--- src/rtl/tilemap_port_arbiter_if.sv ---
// Tilemap port bundle: renderer (r_*) and collision (c_*) read clients plus the RAM side.
// The arbiter takes the slave view; clients and the RAM model take the master view.
interface tilemap_port_arbiter_if #(
  parameter int ADDR_W = 15,
  parameter int DATA_W = 4
);
  logic              r_req;
  logic              r_lock;
  logic [ADDR_W-1:0] r_addr;
  logic              r_gnt;
  logic              r_rvalid;
  logic [DATA_W-1:0] r_rdata;

  logic              c_req;
  logic              c_lock;
  logic [ADDR_W-1:0] c_addr;
  logic              c_gnt;
  logic              c_rvalid;
  logic [DATA_W-1:0] c_rdata;

  logic [ADDR_W-1:0] mem_address;
  logic [DATA_W-1:0] mem_data;
  logic              busy;

  modport slave (
    input  r_req, r_lock, r_addr, c_req, c_lock, c_addr, mem_data,
    output r_gnt, r_rvalid, r_rdata, c_gnt, c_rvalid, c_rdata, mem_address, busy
  );

  modport master (
    output r_req, r_lock, r_addr, c_req, c_lock, c_addr, mem_data,
    input  r_gnt, r_rvalid, r_rdata, c_gnt, c_rvalid, c_rdata, mem_address, busy
  );
endinterface

--- src/rtl/tilemap_port_arbiter.sv ---
// Round-robin arbiter for the single-port tilemap RAM with bounded lock ownership
// and a tagged read-return pipeline.
//
// state | meaning
// IDLE  | no owner; round-robin between requesters
// OWN_R | renderer holds the port under lock
// OWN_C | collision detector holds the port under lock
module tilemap_port_arbiter #(
  parameter int MEM_LAT  = 1,
  parameter int MAX_LOCK = 8
) (
  input  logic                  clock,
  input  logic                  resetn,
  tilemap_port_arbiter_if.slave bus
);
  localparam int CNT_W = $clog2(MAX_LOCK + 1);

  typedef enum logic [1:0] {
    IDLE  = 2'd0,
    OWN_R = 2'd1,
    OWN_C = 2'd2
  } state_t;

  state_t             state, state_nxt;
  logic               last_c, last_c_nxt;
  logic [CNT_W-1:0]   lock_cnt, lock_cnt_nxt;
  logic               gnt_r, gnt_c;
  logic               timeout;
  logic [MEM_LAT-1:0] pipe_v;
  logic [MEM_LAT-1:0] pipe_id;

  assign timeout = (lock_cnt == CNT_W'(MAX_LOCK));

  always_ff @(posedge clock or negedge resetn) begin
    if (!resetn) begin
      state    <= IDLE;
      last_c   <= 1'b1;
      lock_cnt <= '0;
    end else begin
      state    <= state_nxt;
      last_c   <= last_c_nxt;
      lock_cnt <= lock_cnt_nxt;
    end
  end

  always_comb begin
    state_nxt    = state;
    last_c_nxt   = last_c;
    lock_cnt_nxt = lock_cnt;
    case (state)
      IDLE: begin
        if (gnt_r) begin
          last_c_nxt = 1'b0;
          if (bus.r_lock) begin
            state_nxt    = OWN_R;
            lock_cnt_nxt = CNT_W'(1);
          end
        end else if (gnt_c) begin
          last_c_nxt = 1'b1;
          if (bus.c_lock) begin
            state_nxt    = OWN_C;
            lock_cnt_nxt = CNT_W'(1);
          end
        end
      end
      // Dropping lock releases the port whether or not this cycle carried a grant.
      OWN_R: begin
        if (timeout || !bus.r_lock) begin
          state_nxt    = IDLE;
          lock_cnt_nxt = '0;
        end else begin
          lock_cnt_nxt = lock_cnt + CNT_W'(1);
        end
      end
      OWN_C: begin
        if (timeout || !bus.c_lock) begin
          state_nxt    = IDLE;
          lock_cnt_nxt = '0;
        end else begin
          lock_cnt_nxt = lock_cnt + CNT_W'(1);
        end
      end
      default: begin
        state_nxt    = IDLE;
        lock_cnt_nxt = '0;
      end
    endcase
  end

  // On timeout the owner yields a dead cycle only if the other side is waiting.
  always_comb begin
    gnt_r = 1'b0;
    gnt_c = 1'b0;
    case (state)
      IDLE: begin
        if (bus.r_req && (!bus.c_req || last_c)) gnt_r = 1'b1;
        else if (bus.c_req)                      gnt_c = 1'b1;
      end
      OWN_R:   gnt_r = bus.r_req && !(timeout && bus.c_req);
      OWN_C:   gnt_c = bus.c_req && !(timeout && bus.r_req);
      default: ;
    endcase
    if (!resetn) begin
      gnt_r = 1'b0;
      gnt_c = 1'b0;
    end
  end

  always_ff @(posedge clock or negedge resetn) begin
    if (!resetn) begin
      pipe_v  <= '0;
      pipe_id <= '0;
    end else begin
      pipe_v[0]  <= gnt_r | gnt_c;
      pipe_id[0] <= gnt_c;
      for (int i = 1; i < MEM_LAT; i++) begin
        pipe_v[i]  <= pipe_v[i-1];
        pipe_id[i] <= pipe_id[i-1];
      end
    end
  end

  assign bus.r_gnt       = gnt_r;
  assign bus.c_gnt       = gnt_c;
  assign bus.mem_address = gnt_r ? bus.r_addr : (gnt_c ? bus.c_addr : '0);
  assign bus.busy        = (state != IDLE);
  assign bus.r_rvalid    = pipe_v[MEM_LAT-1] & ~pipe_id[MEM_LAT-1];
  assign bus.c_rvalid    = pipe_v[MEM_LAT-1] &  pipe_id[MEM_LAT-1];
  assign bus.r_rdata     = bus.mem_data;
  assign bus.c_rdata     = bus.mem_data;
endmodule

--- src/flat_wrapper.sv ---
// flat-port wrapper written by rule: the top's interface ports become plain ports
module tilemap_port_arbiter_flat 
#(
  parameter int MEM_LAT  = 1,
  parameter int MAX_LOCK = 8
)
  (clock, resetn, bus_r_req, bus_r_lock, bus_r_addr, bus_c_req, bus_c_lock, bus_c_addr, bus_mem_data, bus_r_gnt, bus_r_rvalid, bus_r_rdata, bus_c_gnt, bus_c_rvalid, bus_c_rdata, bus_mem_address, bus_busy);
  tilemap_port_arbiter_if #(.ADDR_W((15)), .DATA_W((4))) bus_i ();
  input  logic clock;
  input  logic resetn;
  input wire logic [$bits(bus_i.r_req)-1:0] bus_r_req;
  input wire logic [$bits(bus_i.r_lock)-1:0] bus_r_lock;
  input wire logic [$bits(bus_i.r_addr)-1:0] bus_r_addr;
  input wire logic [$bits(bus_i.c_req)-1:0] bus_c_req;
  input wire logic [$bits(bus_i.c_lock)-1:0] bus_c_lock;
  input wire logic [$bits(bus_i.c_addr)-1:0] bus_c_addr;
  input wire logic [$bits(bus_i.mem_data)-1:0] bus_mem_data;
  output wire logic [$bits(bus_i.r_gnt)-1:0] bus_r_gnt;
  output wire logic [$bits(bus_i.r_rvalid)-1:0] bus_r_rvalid;
  output wire logic [$bits(bus_i.r_rdata)-1:0] bus_r_rdata;
  output wire logic [$bits(bus_i.c_gnt)-1:0] bus_c_gnt;
  output wire logic [$bits(bus_i.c_rvalid)-1:0] bus_c_rvalid;
  output wire logic [$bits(bus_i.c_rdata)-1:0] bus_c_rdata;
  output wire logic [$bits(bus_i.mem_address)-1:0] bus_mem_address;
  output wire logic [$bits(bus_i.busy)-1:0] bus_busy;
  assign bus_i.r_req = bus_r_req;
  assign bus_i.r_lock = bus_r_lock;
  assign bus_i.r_addr = bus_r_addr;
  assign bus_i.c_req = bus_c_req;
  assign bus_i.c_lock = bus_c_lock;
  assign bus_i.c_addr = bus_c_addr;
  assign bus_i.mem_data = bus_mem_data;
  assign bus_r_gnt = bus_i.r_gnt;
  assign bus_r_rvalid = bus_i.r_rvalid;
  assign bus_r_rdata = bus_i.r_rdata;
  assign bus_c_gnt = bus_i.c_gnt;
  assign bus_c_rvalid = bus_i.c_rvalid;
  assign bus_c_rdata = bus_i.c_rdata;
  assign bus_mem_address = bus_i.mem_address;
  assign bus_busy = bus_i.busy;
  tilemap_port_arbiter #(.MEM_LAT(MEM_LAT), .MAX_LOCK(MAX_LOCK)) u_core (.clock(clock), .resetn(resetn), .bus(bus_i));
endmodule
--- config.mk ---
export PLATFORM = sky130hd
export DESIGN_NAME = tilemap_port_arbiter_flat
export DESIGN_NICKNAME = d
export VERILOG_FILES = /design/src/rtl/tilemap_port_arbiter_if.sv /design/src/rtl/tilemap_port_arbiter.sv /design/src/flat_wrapper.sv
export SDC_FILE = /design/constraint.sdc
export NUM_CORES = 1
export LEC_CHECK = 0
export BUFFER_PORTS_ARGS = -buffer_cell sky130_fd_sc_hd__buf_2
export CAP_MARGIN = 5
export CORE_UTILIZATION = 31
export CTS_CLUSTER_DIAMETER = 150
export DETAILED_ROUTE_END_ITERATION = 7
export GPL_ROUTABILITY_DRIVEN = 0
export GPL_TIMING_DRIVEN = 0
export HOLD_SLACK_MARGIN = 0.02
export PLACE_DENSITY = 0.69
export SETUP_SLACK_MARGIN = 0.3
export SLEW_MARGIN = 20
export SYNTH_ARGS = -nofsm -noshare
export SYNTH_HDL_FRONTEND = slang
export SYNTH_SLANG_ARGS = --single-unit
--- constraint.sdc ---
create_clock -name clock -period 1.8 [get_ports clock]
set_input_delay 0.36 -clock clock [delete_from_list [all_inputs] [get_ports clock]]
set_output_delay 0.36 -clock clock [all_outputs]
set_load 0.01 [all_outputs]
After elaboration in Yosys (flattened, before gate mapping)
Cells that the tools add are included.

cells by class
  add/subtract/negate cells = 1
  equal/unequal tests = 8
  mux-type cells = 25
  bitwise operators = 4
  reduce and logical (&&, ||, !) cells = 19

operator list
  cell                 number
  $mux 15              2
  $mux 4               6
  $mux 2               6
  $pmux 4 s3           1
  $mux 1               7
  $pmux 2 s3           1
  $logic_and 1x1->1    5
  $logic_not 1->1      5
  $reduce_and 5->1     1
  $add 4x1->4 const B  1
  $eq 4x4->1 const B   1
  $ne 2x1->1 const B   2
  $pmux 1 s2           2
  $reduce_bool 2->1    2
  $logic_or 1x1->1     3
  $ne 3x1->1 const B   1
  $ne 3x2->1 const B   1
  $ne 3x3->1 const B   1
  $reduce_and 3->1     1
  $and 1x1->1          2
  $eq 2x1->1 const B   1
  $eq 2x2->1 const B   1
  $logic_not 2->1      1
  $reduce_and 2->1     1
  2 further kinds      2

word-level totals
  bits in registers = 9
  bits of input ports = 40
  output and inout port bits = 28

Longest topological paths before layout
Gate-level depths: netlist of the first run.

  depth after elaboration = 9
  mapped depth = 7
  depth with buffers taken out = 6

Least setup slack after synthesis of the first run
No wires, ideal clock.

  kind = register to output
  start = register u_core.lock_cnt[0]
  end = output bus_mem_address[10]
  data arrival time = 1.580 ns
  required time = 1.440 ns
  path slack = -0.140 ns
  stages on the path, launching flop included = 8
  path buffers = 1
  cell sequence = dfrtp_1 -> inv_1 -> ha_1 -> nand3b_4 -> mux2i_2 -> a211oi_4 -> buf_6 -> a22o_1

RTL lines
  what                    RTL line                     source
  start, declared         tilemap_port_arbiter.sv:26   logic [CNT_W-1:0] lock_cnt, lock_cnt_nxt;
  start signal, assigned  tilemap_port_arbiter.sv:42   lock_cnt <= lock_cnt_nxt;
  $eq 4x4->1              tilemap_port_arbiter.sv:32   assign timeout = (lock_cnt == CNT_W'(MAX_LOCK));
  $logic_and 1x1->1       tilemap_port_arbiter.sv:99   OWN_R: gnt_r = bus.r_req && !(timeout && bus.c_req);
  $logic_not 1->1         tilemap_port_arbiter.sv:99
  $logic_and 1x1->1       tilemap_port_arbiter.sv:99
  $pmux 1 s2              tilemap_port_arbiter.sv:94   case (state)
  $mux 1                  tilemap_port_arbiter.sv:103  if (!resetn) begin
  named net bus_r_gnt     flat_wrapper.sv:18           output wire logic [$bits(bus_i.r_gnt)-1:0] bus_r_gnt;
  $mux 15                 tilemap_port_arbiter.sv:125  assign bus.mem_address = gnt_r ? bus.r_addr : (gnt_c ? bus.c_addr : '0);
  end, declared           flat_wrapper.sv:24           output wire logic [$bits(bus_i.mem_address)-1:0] bus_mem_address;

The timed path passes the listed nets, and every way through them passes these cells.

Worst setup path after layout of the first run
  start = register u_core.lock_cnt[0]
  end = output bus_mem_address[9]

between the ends
  word-level cells in the longest chain between the ends = 8

RTL lines
  what               RTL line                     source
  $eq 4x4->1 *       tilemap_port_arbiter.sv:32
  $logic_and 1x1->1  tilemap_port_arbiter.sv:100  OWN_C: gnt_c = bus.c_req && !(timeout && bus.r_req);
  $logic_not 1->1    tilemap_port_arbiter.sv:100
  $logic_and 1x1->1  tilemap_port_arbiter.sv:100
  $pmux 1 s2         tilemap_port_arbiter.sv:94
  $mux 1             tilemap_port_arbiter.sv:103
  $mux 15            tilemap_port_arbiter.sv:125
  $mux 15 *          tilemap_port_arbiter.sv:125

Mark *: on every way between the ends. The rest lies on a longest branch, timed or not.

==> metrics.yaml, run 1 <==
violations: "negative setup slack"
start_util: 0.331
crit_type: "reg2out"
firstDrtPassIters: 4
ys_ff_latch: 9
synth-edff-count: 0
antenna_found_initial: 0
drv_cap: 0
postRouteAntennaNets: 0
ios: 68
grt_pass1_wl_mm: 3.66
yosysUniqueCellTypes: 35
placed_area_mm2: 0.00120
cts_made_buffers: 3
syn_nets: 131
rsz0062_at_grt: "true"
worst_setup_path_start_kind: "flip-flop"
dieArea_mm2: 0.00288
drive_gt1_frac: 0.661
fin_setup_tns_ps: -7620
core_mm2: 0.00250
via_per_inst: 5.03
internal-power_uw: 748
max_freq_mhz: 451
die_x_um: 53.7
p_total_mw: 1.18
htreeDepth: 1
final_nets: 226
synth_ff_type: "dfrtp_1"
diodes: 0
fin_ws_ps: -420
grt.total_usage: 0.178
worstMarginPinSlew_ps: 380
synth-warning-count: 0
grt_max_degree: 10
finalHoldViolations: 0
path_cells: "inv_2 -> ha_4 -> nand3b_4 -> mux2i_4 -> a211oi_4 -> buf_6 -> a22o_1 -> buf_2"
report.final.slew_viol_count: 0
ys_seq_area_frac: 0.273
dieHeight_um: 53.7
port_buffers: 63
fin_hold_ws_ps: 109
power.sequential.fraction: 0.244
wl_per_cell_um: 13.1
setup_viol: 21
fin_area_mm2: 0.00155
fin_crit_ps: 2220
status: "complete, but fails checks"
syn_area_um2: 828
clk_pin_slew_ps: 70
fin_skew_ps: 9.60
peakVddDrop_mv: 0.377
switchingPower_uw: 434
p_sw_frac: 0.367
utilization: 0.619
dp_hpwl_mm: 1.73
cp.required_ps: 1440
clockPowerShare: 0.138
synth.avg_cell_area_um2: 9.31
slew_headroom: 0.746
cp_top_family: "compound AO/OA/AOI/OAI gates"
powerDensity_mw_per_mm2: 764
clockBufferDepth: 2
endpoint_kind: "primary output"
async_flop_share: 1.00
routed_wl_mm: 2.79
syn_inst: 89
cts.sinks: 9
finalCritPeriodShare: 1.23
post-route-drc-count: 0
clock_latency_ps: 270
cts_tree: "built"
cpMaxStageDelayCell: "a211oi_4"
cts_root_buf: "clkbuf_4"
power_frac_comb: 0.618
worst-path-buf-inv: 3
syn2layout_area_growth_pct: 86.9
cp_slowest_stage_delay_ps: 370
grt_pass1_vias: 830
hold_path.class: "in2async"
rows: 18
vias: 1071
drt_iter0_markers: 10
crit_fanout: 6
leakagePower_nw: 0.843
worstPathArrival_ps: 1860
grt-ovfl-total: 0
==> power by group through the flow <==
stage               sequential, mW  clock, mW  combinational [mW]
floorplan                    0.289          0               0.351
finish                       0.288      0.163               0.731
CTS                          0.285      0.162               0.621
global route                 0.294      0.169               0.800
global placement             0.296          0               0.486
detailed placement           0.298          0               0.495
==> final timing paths <==
check | startpoint | end | slack, ps | cells past startpoint
max in group asynchronous | resetn | u_core.lock_cnt[0]$_DFFE_PN0P_ | 860 | 2
hold reg to reg | u_core.lock_cnt[2]$_DFFE_PN0P_ | u_core.lock_cnt[2]$_DFFE_PN0P_ | 570 | 1
hold / removal | resetn | u_core.last_c$_DFFE_PN1P_ | 110 | 1
setup / recovery | u_core.lock_cnt[0]$_DFFE_PN0P_ | bus_mem_address[9] | -420 | 8
setup reg to reg | u_core.lock_cnt[0]$_DFFE_PN0P_ | u_core.lock_cnt[3]$_DFFE_PN0P_ | -380 | 12
min in group clock | bus_c_req | u_core.last_c$_DFFE_PN1P_ | 440 | 3
==> cells by family after synthesis <==
kind of cell	synth area share
adder cells (fa/ha/maj)	0.0302
flip-flops	0.273
AO/OA/AOI/OAI	0.379
multiplexers	0.0166
buffers and inverters	0.148
XOR/XNOR	0.0106
AND/OR/NAND/NOR	0.142
==> what timing repair did <==
action	CTS	global route
hold endpoints to repair	8	0
gates cloned	2	0
hold buffers	1	0
buffers inserted	8	16
pin swaps	12	9
gates resized for setup	10	18
setup endpoints to repair	22	23
==> registers in the layout, indices dropped and copies added (netlist names) <==
signal           count
u_core.lock_cnt      4
u_core.pipe_id       1
u_core.last_c        1
u_core.pipe_v        1
u_core.state         2
==> layout make-up <==
cell class | count | area [µm²]
Buffer | 13 | 119
Clock buffer | 4 | 26.3
Fill cell | 212 | 952
Inverter | 7 | 26.3
Multi-Input combinational cell | 60 | 534
Sequential cell | 9 | 226
Tap cell | 30 | 37.5
Timing Repair Buffer | 90 | 578
==> stage by stage <==
stage / cells / worst slack (ps)
6_report: 213 / -420
5_1_grt: 213 / -512
4_1_cts: 197 / -427
3_5_place_dp: 182 / -275
3_3_place_gp: 182 / -243
2_1_floorplan: 89 / -35.1
==> cells in the mapped netlist (2+ instances only) <==
master	instances	area [µm²]
nor2_1	2	7.51
a21oi_1	5	25.0
o211ai_1	2	15.0
ha_1	2	25.0
dfrtp_1	8	200
nand2b_1	2	12.5
nand2_1	6	22.5
a22o_1	16	140
inv_1	7	26.3
a31oi_1	4	25.0
buf_4	10	75.1
and2_1	2	12.5
==> routing by layer <==
layer | vias up | share of wire | track usage
li1 | 511 | - | -
met1 | 507 | 0.41 | 0.213
met2 | 48 | 0.52 | 0.305
met3 | 5 | 0.059 | 0.0254
met4 | 0 | 0.015 | 0.0921
met5 | - | 0 | 0
==> layout by cell type (no fill, tap or decap), drive strengths merged, types with 2 or more instances in the layout <==
| master | netlist | final |
|---|---|---|
| clkbuf | 1 | 5 |
| a21oi | 5 | 5 |
| a31oi | 4 | 4 |
| inv | 7 | 7 |
| a22o | 16 | 16 |
| nand2 | 6 | 6 |
| buf | 12 | 101 |
| and2 | 2 | 2 |
| nand2b | 2 | 2 |
| nand3b | 2 | 2 |
| nor2 | 3 | 3 |
| o211ai | 2 | 2 |
| a211oi | 2 | 2 |
| ha | 2 | 2 |
| dfrtp | 8 | 8 |
(Power assumes the default switching activity.)
==> run 2, diff against run 1 <==
--- a/config.mk
+++ b/config.mk
@@ -7,13 +7,15 @@
 export LEC_CHECK = 0
 export BUFFER_PORTS_ARGS = -buffer_cell sky130_fd_sc_hd__buf_2
 export CAP_MARGIN = 5
-export CORE_UTILIZATION = 31
+export CELL_PAD_IN_SITES_DETAIL_PLACEMENT = 0
+export CELL_PAD_IN_SITES_GLOBAL_PLACEMENT = 1
+export CORE_UTILIZATION = 23
 export CTS_CLUSTER_DIAMETER = 150
 export DETAILED_ROUTE_END_ITERATION = 7
 export GPL_ROUTABILITY_DRIVEN = 0
 export GPL_TIMING_DRIVEN = 0
 export HOLD_SLACK_MARGIN = 0.02
-export PLACE_DENSITY = 0.69
+export PLACE_DENSITY_LB_ADDON = 0.1
 export SETUP_SLACK_MARGIN = 0.3
 export SLEW_MARGIN = 20
 export SYNTH_ARGS = -nofsm -noshare
==> run 2 against run 1 <==
  * The flow still finishes with violations (negative setup slack)
  * Clock power down 4%
  * Combinational power up 1%
  * Clock skew shrank 1.9 ps
  * Critical path depth is the same
  * Sequential share of layout area is essentially flat
  * Total power is essentially flat
==> metrics.yaml, run 2 (same netlist as run 1, synthesis figures left out) <==
cp_top_family: "compound AO/OA/AOI/OAI gates"
r2r-start: "u_core.lock_cnt[0]$_DFFE_PN0P_"
dieHeight_um: 62.0  # +15%
cts_tree: "built"
rows: 21  # +3
vias: 1031  # -3.7%
post-place-ws_ps: -301  # -25.3 ps
finalHoldViolations: 0  # unchanged
diodes: 0  # unchanged
routed_wl_mm: 2.58  # -7.4%
report.final.slew_viol_count: 0  # unchanged
grt_pass1_wl_mm: 3.62  # -1.1%
p_total_mw: 1.18  # about the same
worst_setup_path_start_kind: "flip-flop"
fin_crit_ps: 2190  # -27.1 ps
leakagePower_nw: 0.827  # -1.9%
cts_root_buf: "clkbuf_4"
top_register: "u_core.lock_cnt"
regToRegSetupSlack_ps: 30  # +410 ps
post-place-cells: 198  # +8.8%
grt_max_degree: 12  # +2
fin_cells: 226  # +6.1%
die_x_um: 62.0  # +15%
powerDensity_mw_per_mm2: 763  # about the same
violations: "negative setup slack"
finalCritPeriodShare: 1.22  # -0.0151
drive_gt1_frac: 0.661  # about the same
path_cells: "inv_2 -> ha_4 -> nand3b_4 -> mux2i_4 -> a211oi_4 -> buf_6 -> a22o_1 -> buf_2"
peakVddDrop_mv: 0.223  # -41%
grt-ovfl-total: 0  # unchanged
placed_area_mm2: 0.00122  # +1.7%
fin_ws_ps: -393  # +27.1 ps
fin_area_mm2: 0.00155  # about the same
max_freq_mhz: 456  # +1.2%
via_per_inst: 4.56  # -9.3%
htreeDepth: 1  # unchanged
worstMarginPinSlew_ps: 388  # +7.79 ps
clockBufferDepth: 2  # unchanged
slew_headroom: 0.740  # -0.00521
crit_fanout: 5  # -1
grt.total_usage: 0.130  # -0.0476
final_cell_mix: "buf_2 (60), buf_4 (22), a22o_1 (16)"
clock_latency_ps: 260  # about the same
dieArea_mm2: 0.00385  # +33%
port_buffers: 63  # unchanged
cp_slowest_stage_delay_ps: 370  # about the same
fin_setup_tns_ps: -6160  # +1460 ps
largestRegisters: "u_core.lock_cnt x4, u_core.state x2"
cts.sinks: 9  # unchanged
post-route-drc-count: 0  # unchanged
final_nets: 223  # -1.3%
syn2layout_area_growth_pct: 87.0  # about the same
worstPathArrival_ps: 1830  # -30 ps
start_util: 0.244  # -0.0870
cpMaxStageDelayCell: "a211oi_4"
crit_type: "reg2out"
core_mm2: 0.00339  # +36%
ios: 68  # unchanged
firstDrtPassIters: 4  # unchanged
postRouteAntennaNets: 0  # unchanged
r2r_end: "u_core.lock_cnt[1]$_DFFE_PN0P_"
worst_r2r_path_depth: 8  # -4
grt_pass1_vias: 834  # +0.48%
cts_made_buffers: 3  # unchanged
rsz0062_at_grt: "true"
dp_hpwl_mm: 1.73  # about the same
largest_reg_flops: 4  # unchanged
wl_per_cell_um: 11.4  # -13%
antenna_found_initial: 0  # unchanged
drt_iter0_markers: 67  # +57
fin_skew_ps: 7.72  # -1.89 ps
clk_pin_slew_ps: 60  # about the same
endpoint_kind: "primary output"
setup_viol: 17  # -19%
status: "complete, but fails checks"
drv_cap: 0  # unchanged
cp.required_ps: 1440  # about the same
hold_path.class: "in2async"
worst-path-buf-inv: 3  # unchanged
final_common_cell: "buf_2"
[run 2: cell count changes in the layout (fill, tap and decap cells not counted), sizes merged]
| cell | before | now |
|---|---|---|
| buf | 101 | 98 |
[run 2: metal layers]
metal | vias up | routed length (µm) | global-route usage
met3 | 4 | 193 | 0.0414
met2 | 43 | 1320 | 0.204
met4 | 0 | 40 | 0.0508
met5 | - | 0 | 0
li1 | 511 | - | -
met1 | 473 | 1020 | 0.166
[run 2: how the worst max path moves through the flow]
stage	slack (ps)	to	depth (start not counted)	start
3_5_place_dp	-300	bus_mem_address[12]	8	u_core.lock_cnt[0]$_DFFE_PN0P_
4_1_cts	-420	bus_mem_address[12]	8	u_core.lock_cnt[0]$_DFFE_PN0P_
5_1_grt	-490	bus_mem_address[10]	8	u_core.lock_cnt[0]$_DFFE_PN0P_
2_1_floorplan	-40	bus_mem_address[10]	7	u_core.lock_cnt[0]$_DFFE_PN0P_
3_3_place_gp	-280	bus_mem_address[10]	8	u_core.lock_cnt[0]$_DFFE_PN0P_
6_report	-390	bus_mem_address[10]	8	u_core.lock_cnt[0]$_DFFE_PN0P_
[run 2: power by group]
group          leakage (nW)  switching [mW]  internal [mW]
Sequential            0.115          0.0317          0.254
Clock                0.0150          0.0720         0.0854
Combinational         0.697           0.319          0.419
Total                 0.827           0.423          0.759
[run 2: layout make-up]
type | count | area (µm²)
well taps | 46 | 57.6
repair buffers | 87 | 559
inverters | 7 | 26.3
plain buffers | 13 | 119
fillers | 339 | 1840
clock buffers | 4 | 26.3
flip-flops and latches | 9 | 226
multi-input cells | 60 | 534
[run 2: timing repair]
action	4_1_cts	5_1_grt
buffers inserted	7	14
endpoints found under the setup margin	23	23
resized for setup	12	14
pin swaps	9	14
gates cloned	1	1
endpoints found under the hold margin	8	0
hold buffers	1	0
[run 2: per-stage QoR]
stage               utilization  hold WS (ps)
detailed placement        0.361           271
global placement          0.361           270
CTS                       0.411           125
floorplan                     -          64.4
finish                    0.457           135
global route              0.457           125
[run 2: worst register-to-register path, stage by stage, from the launching register on]
cell and delay, ps:
dfrtp_1 360, inv_2 60, ha_4 160, nand3b_4 120, o2111ai_4 160, buf_4 170
buf_6 110, o311a_4 320, a32o_1 200
